## src/rtl/bnn_pkg.sv

```systemverilog
// Shared constants for the 8-8-4 BNN scheduler: sizes, threshold, default weights, FSM encoding.
// Latency: n/a (package).
// Backpressure: n/a (package).
package bnn_pkg;

    localparam int N_IN   = 8;
    localparam int N_L1   = 8;
    localparam int N_L2   = 4;
    localparam int N_W    = N_L1 + N_L2;
    localparam int THRESH = 6;

    // Word i sits at bits [8*i +: 8], so w0 is the rightmost byte.
    localparam logic [N_W*N_IN-1:0] W_DEFAULT = {
        8'h0F, 8'hF7, 8'h62, 8'hF9,
        8'h3A, 8'h67, 8'hB7, 8'hED, 8'h18, 8'h7A, 8'h41, 8'hA0
    };

    localparam logic [1:0] ST_IDLE = 2'd0;
    localparam logic [1:0] ST_L1   = 2'd1;
    localparam logic [1:0] ST_L2   = 2'd2;
    localparam logic [1:0] ST_DONE = 2'd3;

    function automatic logic [N_IN-1:0] default_weight(input int i);
        return W_DEFAULT[i*N_IN +: N_IN];
    endfunction

endpackage

```

## src/rtl/bnn_xnor_popcount.sv

```systemverilog
// Shared neuron datapath: popcount of x XNOR w, fires when the count reaches THRESH.
// Latency: combinational.
// Backpressure: none.
module bnn_xnor_popcount
    import bnn_pkg::*;
(
    input  logic [N_IN-1:0] x,
    input  logic [N_IN-1:0] w,
    output logic [3:0]      sum,
    output logic            fire
);

    always_comb begin
        sum = '0;
        for (int i = 0; i < N_IN; i++) begin
            sum = sum + {3'b000, ~(x[i] ^ w[i])};
        end
    end

    assign fire = (sum >= 4'(THRESH));

endmodule

```

## src/rtl/bnn_infer_sched.sv

```systemverilog
// Inference scheduler stepping one XNOR-popcount unit over 8 L1 then 4 L2 neurons; BNN_SUM_DEBUG_EN adds dbg ports.
// Latency: start accepted at E0, done pulses 13 cycles later with both activation vectors.
// Backpressure: start and weight writes are only taken in IDLE; busy-time starts drop, busy-time writes flag wr_err.
module bnn_infer_sched
    import bnn_pkg::*;
(
    input  logic       clk,
    input  logic       reset,
    input  logic       start,
    input  logic [7:0] in_vec,
    output logic       busy,
    output logic       done,
    output logic [7:0] out_l1,
    output logic [3:0] out_l2,
    input  logic       wr_en,
    input  logic [3:0] wr_addr,
    input  logic [7:0] wr_data,
    output logic       wr_err
`ifdef BNN_SUM_DEBUG_EN
    ,
    output logic [3:0] dbg_sum,
    output logic [3:0] dbg_idx
`endif
);

    logic [1:0]      state;
    logic [2:0]      idx;
    logic [N_IN-1:0] in_cap;
    logic [N_L1-1:0] act;
    logic [N_L2-1:0] act2;
    logic [N_IN-1:0] wts [N_W];

    logic [N_IN-1:0] act_rev;
    logic [N_IN-1:0] op_x;
    logic [3:0]      w_sel;
    logic [3:0]      sum;
    logic            fire;
    logic            wr_ok;

    // Layer 2 consumes the layer-1 vector bit-reversed.
    always_comb begin
        act_rev = '0;
        for (int b = 0; b < N_IN; b++) begin
            act_rev[b] = act[N_IN-1-b];
        end
    end

    assign op_x  = (state == ST_L2) ? act_rev : in_cap;
    assign w_sel = (state == ST_L2) ? {2'b10, idx[1:0]} : {1'b0, idx};
    assign wr_ok = wr_en && (state == ST_IDLE) && (wr_addr <= 4'd11);
    assign busy  = (state != ST_IDLE);

    bnn_xnor_popcount u_pop (
        .x    (op_x),
        .w    (wts[w_sel]),
        .sum  (sum),
        .fire (fire)
    );

    always_ff @(posedge clk) begin
        if (reset) begin
            state  <= ST_IDLE;
            idx    <= '0;
            in_cap <= '0;
            act    <= '0;
            act2   <= '0;
            done   <= 1'b0;
            wr_err <= 1'b0;
            out_l1 <= '0;
            out_l2 <= '0;
            for (int i = 0; i < N_W; i++) begin
                wts[i] <= default_weight(i);
            end
        end else begin
            done   <= 1'b0;
            wr_err <= wr_en && !wr_ok;
            if (wr_ok) begin
                wts[wr_addr] <= wr_data;
            end
            case (state)
                ST_IDLE: begin
                    if (start) begin
                        in_cap <= in_vec;
                        idx    <= '0;
                        state  <= ST_L1;
                    end
                end
                ST_L1: begin
                    act[idx] <= fire;
                    idx      <= idx + 3'd1;
                    if (idx == 3'd7) begin
                        idx   <= '0;
                        state <= ST_L2;
                    end
                end
                ST_L2: begin
                    act2[idx[1:0]] <= fire;
                    idx            <= idx + 3'd1;
                    if (idx[1:0] == 2'd3) begin
                        idx   <= '0;
                        state <= ST_DONE;
                    end
                end
                default: begin
                    out_l1 <= act;
                    out_l2 <= act2;
                    done   <= 1'b1;
                    state  <= ST_IDLE;
                end
            endcase
        end
    end

`ifdef BNN_SUM_DEBUG_EN
    always_ff @(posedge clk) begin
        if (reset) begin
            dbg_sum <= '0;
            dbg_idx <= '0;
        end else if (state == ST_L1 || state == ST_L2) begin
            dbg_sum <= sum;
            dbg_idx <= w_sel;
        end
    end
`else
    logic unused_sum;
    assign unused_sum = ^sum;
`endif

endmodule

```

## config.mk

```make
export PLATFORM = sky130hd
export DESIGN_NAME = bnn_infer_sched
export DESIGN_NICKNAME = d
export VERILOG_FILES = /design/src/rtl/bnn_pkg.sv /design/src/rtl/bnn_xnor_popcount.sv /design/src/rtl/bnn_infer_sched.sv
export SDC_FILE = /design/constraint.sdc
export NUM_CORES = 1
export LEC_CHECK = 0
export CORE_ASPECT_RATIO = 0.9
export CORE_MARGIN = 5
export CORE_UTILIZATION = 60
export DETAILED_ROUTE_END_ITERATION = 12
export GPL_ROUTABILITY_DRIVEN = 0
export PLACE_DENSITY = 0.87
export SETUP_SLACK_MARGIN = 0.4
export SYNTH_ARGS = -nofsm -noshare
export SYNTH_HDL_FRONTEND = slang
export SYNTH_HIERARCHICAL = 1
export SYNTH_SLANG_ARGS = --single-unit
```

## constraint.sdc

```tcl
create_clock -name clk -period 7.3 [get_ports clk]
set_input_delay 0.73 -clock clk [delete_from_list [all_inputs] [get_ports clk]]
set_output_delay 0.73 -clock clk [all_outputs]
set_load 0.005 [all_outputs]
```

* Yosys cells after proc, flatten, opt, wreduce, memory -nomap -nowiden *
Memories as Yosys holds them, arrays and structs flattened.
Cells that the tools add are included.

word-level totals
  RAM bits = 96
  memories = 1
  input port bits = 24
  word-level logic and storage cells = 86
  bits in registers = 39

memory list
  memory  words  width  read ports  clocked after Yosys merged registers in  wr ports  RTL line               RTL
  wts     12     8      1           0                                        12        bnn_infer_sched.sv:31  logic [N_IN-1:0] wts [N_W];

operators by class
  bitwise operators = 16
  reduce and logical (&&, ||, !) cells = 14
  mux-type cells = 25
  eq/ne operators = 7
  add/subtract/negate cells = 8
  order comparisons = 6

operator list
  operator                                                                              count
  4-bit by 1-bit adder with 4-bit output                                                6
  8-bit 2-to-1 mux                                                                      2
  1-bit 2-to-1 mux                                                                      9
  3-bit 2-to-1 mux                                                                      3
  3-bit one-hot mux with 3 select lines                                                 1
  8-bit bitwise mux                                                                     1
  4-bit 2-to-1 mux                                                                      2
  1-bit NOT                                                                             8
  8-bit OR reduction                                                                    1
  1-bit XOR                                                                             8
  2-bit 2-to-1 mux                                                                      3
  2-bit one-hot mux with 3 select lines                                                 1
  1-bit logical AND                                                                     5
  4-bit bitwise mux                                                                     1
  2-bit == test (second input constant)                                                 2
  4-bit by 3-bit greater-or-equal comparator with 1-bit output (second input constant)  1
  4-bit less-or-equal comparator (second input constant)                                1
  3-bit by 4-bit < comparator with 1-bit output (second input constant)                 1
  2-bit inequality test (second input constant)                                         2
  2-bit AND reduction                                                                   2
  3-bit by 1-bit adder with 3-bit output (second input constant)                        1
  1-bit demux with 3-bit select                                                         1
  3-bit == test (second input constant)                                                 1
  3-bit by 1-bit greater-or-equal comparator with 1-bit output (second input constant)  1
  other kinds (12)                                                                      12

* Depth between registers and ports, before layout *
Gate-level depths: netlist of run 1.
An unclocked memory read counts as a cell.

  word-level depth = 14
  depth in mapped cells = 19
  depth with buffers taken out = 16

* Modules after synthesis *
Netlist of run 1, hierarchy kept.

by module, submodules not included
  module             area each (um^2)  times used  seq. area each (um^2)  cells an instance
  bnn_infer_sched    6309.8            1           3663.5                 534
  bnn_xnor_popcount  236.5             1           0.0                    24

* Worst setup path before layout of run 1 *
Ideal clock, no wire load.

  path kind = register to register
  from = reg idx[1]
  to = reg act2[1]
  cell stages (with the launch flop) = 20
  setup slack = 2.455 ns
  arrival time = 4.775 ns
  library setup time = 0.070 ns
  required time = 7.230 ns
  path through = dfxtp_1 clkbuf_1 buf_2 clkbuf_1 mux4_2 nand2_1 o31ai_1 xnor2_1 fa_1 inv_1 fa_1 inv_1 fa_1 ha_1 fa_1 nand2b_1 a31oi_1 clkbuf_1 nand3_1 a21oi_1

between the ends
  cells in the longest elaborated chain, start to end = 13

ends and longest elaborated chain
  item                                                            RTL line                 RTL
  from (decl)                                                     bnn_infer_sched.sv:27    logic [2:0] idx;
  from (signal assigned)                                          bnn_infer_sched.sv:90    idx <= idx + 3'd1;
  from (signal assigned)                                          bnn_infer_sched.sv:98    idx <= idx + 3'd1;
  4-bit 2-to-1 mux *                                              bnn_infer_sched.sv:49    assign w_sel = (state == ST_L2) ? {2'b10, idx[1:0]} : {1'b0, idx};
  memory 12 x 8 bit *                                             --
  1-bit XOR                                                       bnn_xnor_popcount.sv:16  sum = sum + {3'b000, ~(x[i] ^ w[i])};
  1-bit NOT                                                       bnn_xnor_popcount.sv:16
  1-bit by 1-bit adder with 2-bit output                          bnn_xnor_popcount.sv:16
  4-bit by 1-bit adder with 4-bit output (5 in series)            bnn_xnor_popcount.sv:16
  4-bit by 1-bit adder with 4-bit output *                        bnn_xnor_popcount.sv:16
  4-bit by 3-bit greater-or-equal comparator with 1-bit output *  bnn_xnor_popcount.sv:20  assign fire = (sum >= 4'(THRESH));
  via fire                                                        bnn_infer_sched.sv:37    logic fire;
  4-bit bitwise mux *                                             bnn_infer_sched.sv:97    act2[idx[1:0]] <= fire;
  to (signal, indexed assignment)                                 bnn_infer_sched.sv:97
  to (decl)                                                       bnn_infer_sched.sv:30    logic [N_L2-1:0] act2;

Mark *: on every way through the listed nets, which the timed path passes. The rest lies on a longest branch.
A chain may end at the register's enable or synchronous reset.

* Final worst setup path of run 1 *
  from = reg idx[1]
  to = reg act2[3]

between the ends
  cells in the longest elaborated chain, start to end = 13

ends and longest elaborated chain
  item                                                            RTL line                 RTL
  4-bit 2-to-1 mux *                                              bnn_infer_sched.sv:49
  memory 12 x 8 bit *                                             --
  1-bit XOR                                                       bnn_xnor_popcount.sv:16
  1-bit NOT                                                       bnn_xnor_popcount.sv:16
  1-bit by 1-bit adder with 2-bit output                          bnn_xnor_popcount.sv:16
  4-bit by 1-bit adder with 4-bit output (5 in series)            bnn_xnor_popcount.sv:16
  4-bit by 1-bit adder with 4-bit output *                        bnn_xnor_popcount.sv:16
  via sum[1]                                                      bnn_infer_sched.sv:36    logic [3:0] sum;
  4-bit by 3-bit greater-or-equal comparator with 1-bit output *  bnn_xnor_popcount.sv:20
  via fire                                                        bnn_infer_sched.sv:37
  4-bit bitwise mux *                                             bnn_infer_sched.sv:97

Marks and branches as above.

==> summary.md, run 1 <==
| Metric | Value |
|---|---|
| Status | completed |
| Clock Sink Count | 135 |
| Sequential Power Share | 34.4% |
| CTS tree | yes |
| Fin. max-slew vios | 0 |
| Leak | 2.50 nW |
| P&R area growth vs syn | 14.8% |
| Setup TNS | 0 ps |
| Most frequent cells in the layout | edfxtp_1 (96), nand2_1 (52), nor2_1 (42), dfxtp_1 (38) |
| Overflow after GRT | 0 |
| Min Clock Period, post-route | 5380 ps |
| Syn Area/Cell | 11.7 um^2 |
| Fillers | 730 |
| Vias post-DR | 4638 |
| Max-cap viol count | 0 |
| DRT Wirelength | 16300 um |
| Power share of the clock group | 32.6% |
| DR vias/cell | 6.46 |
| Combinational share of power | 33.0% |
| Number of I/O port buffers | 38 |
| CP max FO | 19 |
| Worst Path Required | 7630 ps |
| Clock buffer count from CTS | 17 |
| Die height | 109 um |
| GR Util All Layers | 26.3% |
| Cell row count | 36 |
| Core Region | 0.0107 mm^2 |
| Initial Util | 60.9% |
| Final Hold Viols | 0 |
| Tcrit/Tclk final | 73.7% |
| Die Width | 120 um |
| Fin area | 0.00750 mm^2 |
| Most common cell after layout, fill and taps aside | edfxtp_1 |
| Largest net degree at the start of global routing | 54 |
| Synthesized instance count | 556 |
| DRC Markers | 0 |
| Root Driver | clkbuf_16 |
| Clock Latency Late Sink | 420 ps |
| Vias in the first global route | 4518 |
| Max Fclk | 186 MHz |
| CTS Buffer Depth | 2 |
| Critical path type | reg2reg |
| Yosys warns | 6 |
| Post-CTS repair timing setup buffer count | 0 |
| Core Util, Final | 70.0% |
| Syn nets | 597 |
| Detailed Route Iter0 Violations | 668 |
| Worst-path clk slew | 50 ps |
| DIE AREA | 0.0131 mm^2 |
| Layout net count | 615 |
| Pre-Repair DR Iteration Count | 5 |
| Hold Buf Count CTS | 0 |
| Startpoint types | register |
| Worst Hold Class | reg2reg |
| Total power | 2.54 mW |
| I/O Pins | 39 |
| Crit path capture type | register |
| Switch Pwr | 0.832 mW |
| Placed Area | 0.00693 mm^2 |
| CP arrival | 5710 ps |
| Number of antenna diodes | 0 |
| Unrepaired setup endpoints after global routing | no |
| Final setup violation count | 0 |
| Hpwl dp | 10900 um |
| First-pass GRT wire length | 25200 um |
| Post-DR wirelength/cell | 22.6 um |
| PwrDens | 338 mW/mm^2 |
| Synth Cell Area | 0.00653 mm^2 |
| Post-DRT Antenna Nets | 0 |
| Max IR drop VDD | 0.352 mV |
| Worst-margin pin slew | 1030 ps |
| Layout cells sized above 1 | 12.8% |
| Clk_skew | 5.52 ps |
| Worst hold margin | 462 ps |
| Post-CTS resize count | 0 |
| Net Sw Frac | 32.8% |
| Initial antenna violation count | 0 |
| H-tree depth | 4 |
| Slew HR | 31.1% |
| Internal power | 1.70 mW |
final cells by class:
type                            count  area, um^2  share of cell area [%]
Clock inverter                     11         134                    1.79
Timing Repair Buffer               43         413                    5.51
Sequential cell                   135        3660                    48.9
Inverter                           10        37.5                   0.501
Clock buffer                       19         433                    5.77
Tap cell                          133         166                    2.22
Multi-Input combinational cell    367        2650                    35.4
per-layer routing:
| layer | vias to the layer above | global-route usage [%] | wire length, um |
|---|---|---|---|
| li1 | 2061 | - | - |
| met2 | 291 | 40.5 | 7720 |
| met4 | 0 | 12.8 | 587 |
| met5 | - | 0 | 0 |
| met1 | 2231 | 35.4 | 6190 |
| met3 | 55 | 6.48 | 1750 |
worst max-delay path, cell delays in order, from the launching register on:
cell	delay (ps)
dfxtp_2	610
buf_4	370
mux2i_1	170
a22o_1	270
o31ai_1	250
xnor2_1	140
fa_1	480
inv_1	50
fa_1	520
inv_1	50
fa_1	470
ha_1	240
fa_1	510
nand2b_1	60
a31oi_1	730
nand3_1	160
a21oi_1	180
flip-flops by register name, summed over array words and instances, names as in the netlist:
register / count
wts: 96
out_l2: 4
out_l1: 8
wr_err: 1
in_cap: 8
done: 1
idx: 3
state: 2
act: 8
act2: 4
power groups by stage:
stage | registers (mW) | clock network [mW] | logic, mW
finish | 0.873 | 0.827 | 0.837
global route | 0.875 | 0.869 | 0.945
CTS | 0.872 | 0.832 | 0.825
detailed placement | 0.888 | 0 | 0.820
global placement | 0.885 | 0 | 0.782
floorplan | 0.881 | 0 | 0.647
worst paths after layout:
kind                            startpoint         to  slack [ps]  depth (start not counted)
worst max register to register      idx[1]    act2[3]        1920                         16
worst min-delay path             in_cap[7]  in_cap[7]         460                          2
worst max-delay path                idx[1]    act2[3]        1920                         16
worst min register to register   in_cap[7]  in_cap[7]         460                          2
stage by stage:
stage	instances	setup slack, ps
floorplan	556	2460
global placement	688	2180
detailed placement	688	2050
CTS	718	1950
global route	718	1650
finish	718	1920
No activity file was read; power rests on OpenSTA's default activity.
==> run 2, diff against run 1 <==
--- a/config.mk
+++ b/config.mk
@@ -7,10 +7,10 @@
 export LEC_CHECK = 0
 export CORE_ASPECT_RATIO = 0.9
 export CORE_MARGIN = 5
-export CORE_UTILIZATION = 60
+export CORE_UTILIZATION = 53
 export DETAILED_ROUTE_END_ITERATION = 12
 export GPL_ROUTABILITY_DRIVEN = 0
-export PLACE_DENSITY = 0.87
+export PLACE_DENSITY = 0.82
 export SETUP_SLACK_MARGIN = 0.4
 export SYNTH_ARGS = -nofsm -noshare
 export SYNTH_HDL_FRONTEND = slang
==> constraint.sdc (replaced) <==
create_clock -name clk -period 4.42 [get_ports clk]
set_input_delay 0.442 -clock clk [delete_from_list [all_inputs] [get_ports clk]]
set_output_delay 0.442 -clock clk [all_outputs]
set_load 0.005 [all_outputs]
==> run 2 against run 1 <==
  * Utilization is 5.0 points lower
  * Via count is 1.3% higher
  * Worst setup slack worse by 1900 ps
  * Register-to-register slack worse by 1900 ps
  * Sequential power is 66% higher
  * Clock-buffer cell count is 4 higher
  * Die area is 12% higher
  * Combinational power is 140% higher
  * Highest routed layer unchanged
  * Routed wire length is 5.1% higher
  * Global-route usage is 2.5 points lower
  * Critical endpoint is now act[4]
  * Cell count is 6.4% higher
  * Largest power group is now combinational logic
==> summary.md, run 2 (same netlist as run 1, synthesis figures left out) <==
| Metric | Value |
|---|---|
| Status | completed |
| CTS tree | yes |
| First-pass GRT wire length | 26400 um |
| DR vias/cell | 6.15 |
| Die height | 115 um |
| Pre-Repair DR Iteration Count | 5 |
| Clk_skew | 7.26 ps |
| Layout net count | 632 |
| Setup TNS | 0 ps |
| Reg-to-reg critical path endpoint | act[4] |
| Worst-margin pin slew | 1050 ps |
| Number of antenna diodes | 0 |
| Crit path capture type | register |
| Final setup violation count | 0 |
| PwrDens | 607 mW/mm^2 |
| Fin area | 0.00784 mm^2 |
| R2r setup slk | 50 ps |
| P&R area growth vs syn | 20.1% |
| Worst Hold Class | reg2reg |
| Max IR drop VDD | 0.740 mV |
| Core Region | 0.0121 mm^2 |
| GR Util All Layers | 23.9% |
| Die Width | 127 um |
| DP Worst Slack | -16.0 ps |
| Initial Util | 54.1% |
| Placed Area | 0.00710 mm^2 |
| Unrepaired setup endpoints after global routing | yes |
| Total power | 4.76 mW |
| Most flops, register | wts |
| Reg2reg start | idx[1] |
| DIE AREA | 0.0146 mm^2 |
| Final non-filler cell total | 764 |
| DRT Wirelength | 17100 um |
| H-tree depth | 4 |
| Final setup margin | 54.4 ps |
| Worst path most repeated cell | fa_1 |
| Core Util, Final | 64.9% |
| Cell row count | 38 |
| Root Driver | clkbuf_16 |
| Hold Crit Start | act2[3] |
| Crit path largest cell delay | 530 ps |
| Hold Path Depth | 2 |
| Vias post-DR | 4699 |
| Leak | 2.67 nW |
| Hold Buf Count CTS | 0 |
| Vias in the first global route | 4713 |
| Worst hold margin | 467 ps |
| Max-cap viol count | 0 |
| CTS Buffer Depth | 2 |
| Number of I/O port buffers | 38 |
| CP cell instances | buf_12 > mux2_4 > o22ai_4 > o31ai_4 > xnor2_2 > fa_1 > inv_1 > fa_1 > inv_2 > fa_1 > ha_2 > fa_1 > a21oi_2 > a31oi_4 > buf_6 > mux2i_1 > nor2_1 |
| Fillers | 856 |
| Clock Latency Late Sink | 420 ps |
| Slew HR | 30.1% |
| R2r worst-path depth | 17 |
| Tcrit/Tclk final | 98.8% |
| Post-DRT Antenna Nets | 0 |
| I/O Pins | 39 |
| Fin. max-slew vios | 0 |
| Most frequent cells in the layout | edfxtp_1 (96), nand2_1 (50), nor2_1 (41), clkdlybuf4s50_1 (37), dfxtp_1 (36) |
| Crit-path slowest cell | fa_1 |
| Hpwl dp | 11300 um |
| Worst-path clk slew | 60 ps |
| Overflow after GRT | 0 |
| Layout cells sized above 1 | 19.7% |
| Max reg flops | 96 |
| Detailed Route Iter0 Violations | 635 |
| DRC Markers | 0 |
| Clock Sink Count | 135 |
| Initial antenna violation count | 0 |
| Final Hold Viols | 0 |
| Endpoint, Worst Hold | act2[3] |
| CP arrival | 4630 ps |
| Critical path type | reg2reg |
| CP max FO | 7 |
| Startpoint types | register |
| Worst Path Required | 4680 ps |
| Most common cell after layout, fill and taps aside | edfxtp_1 |
| Placed insts | 725 |
| Min Clock Period, post-route | 4370 ps |
| Largest net degree at the start of global routing | 54 |
| Post-DR wirelength/cell | 22.4 um |
| Clock buffer count from CTS | 17 |
| Max Fclk | 229 MHz |
-- run 2: cell count changes in the layout (fill, tap and decap cells not counted), moves of 3 or more --
cell | before | now
o31ai_1 | 10 | 7
o22ai_1 | 8 | 5
clkinv_1 | 3 | 0
bufinv_16 | 3 | 0
mux2_2 | 24 | 20
clkinv_2 | 2 | 6
mux2_4 | 0 | 4
buf_4 | 5 | 17
-- run 2: layout make-up --
class | count | area (um^2) | area share (%)
inverter | 10 | 37.5 | 0.479
tap | 160 | 200 | 2.55
clock buffer | 23 | 487 | 6.21
multi-input combinational | 367 | 2790 | 35.6
timing repair buffer | 60 | 606 | 7.72
clock inverter | 9 | 50.0 | 0.638
sequential | 135 | 3670 | 46.8
-- run 2: timing repair --
| item | CTS | global route |
|---|---|---|
| setup buffers | 2 | 2 |
| gates cloned | 3 | 0 |
| pin swaps | 1 | 3 |
| gates resized for setup | 16 | 11 |
| endpoints found under the setup margin | 12 | 12 |
-- run 2: critical path: cells and delay by family (launching register included) --
family / cells / cell delay, ps
adder cells (fa/ha/maj): 5 / 2160
AO/OA/AOI/OAI: 4 / 550
buffers and inverters: 4 / 400
multiplexers: 2 / 470
XOR/XNOR: 1 / 150
flip-flops: 1 / 410
AND/OR/NAND/NOR: 1 / 60
-- run 2: metal layers --
layer / vias up / wire [um] / share of wire (%) / GRT usage [%]
met5: - / 0 / 0 / 0
li1: 2097 / - / - / -
met4: 0 / 795 / 4.7 / 11.9
met2: 269 / 8010 / 47 / 37.7
met1: 2269 / 6670 / 39 / 30.6
met3: 64 / 1600 / 9.4 / 6.46
-- run 2: how the worst max path moves through the flow --
stage                        start       to  slack [ps]
after floorplan             idx[1]  act2[2]         140
after global placement    state[0]  act2[2]         160
after detailed placement    idx[0]  act2[0]         -20
after CTS                   idx[1]  act2[0]         110
after global routing        idx[1]   act[7]         -90
final                       idx[1]   act[4]          50
-- run 2: report_power, final --
group,switching (mW),total [mW],internal (mW)
Clock,0.517,1.29,0.770
Combinational,1.13,2.02,0.891
Sequential,0.0391,1.45,1.41
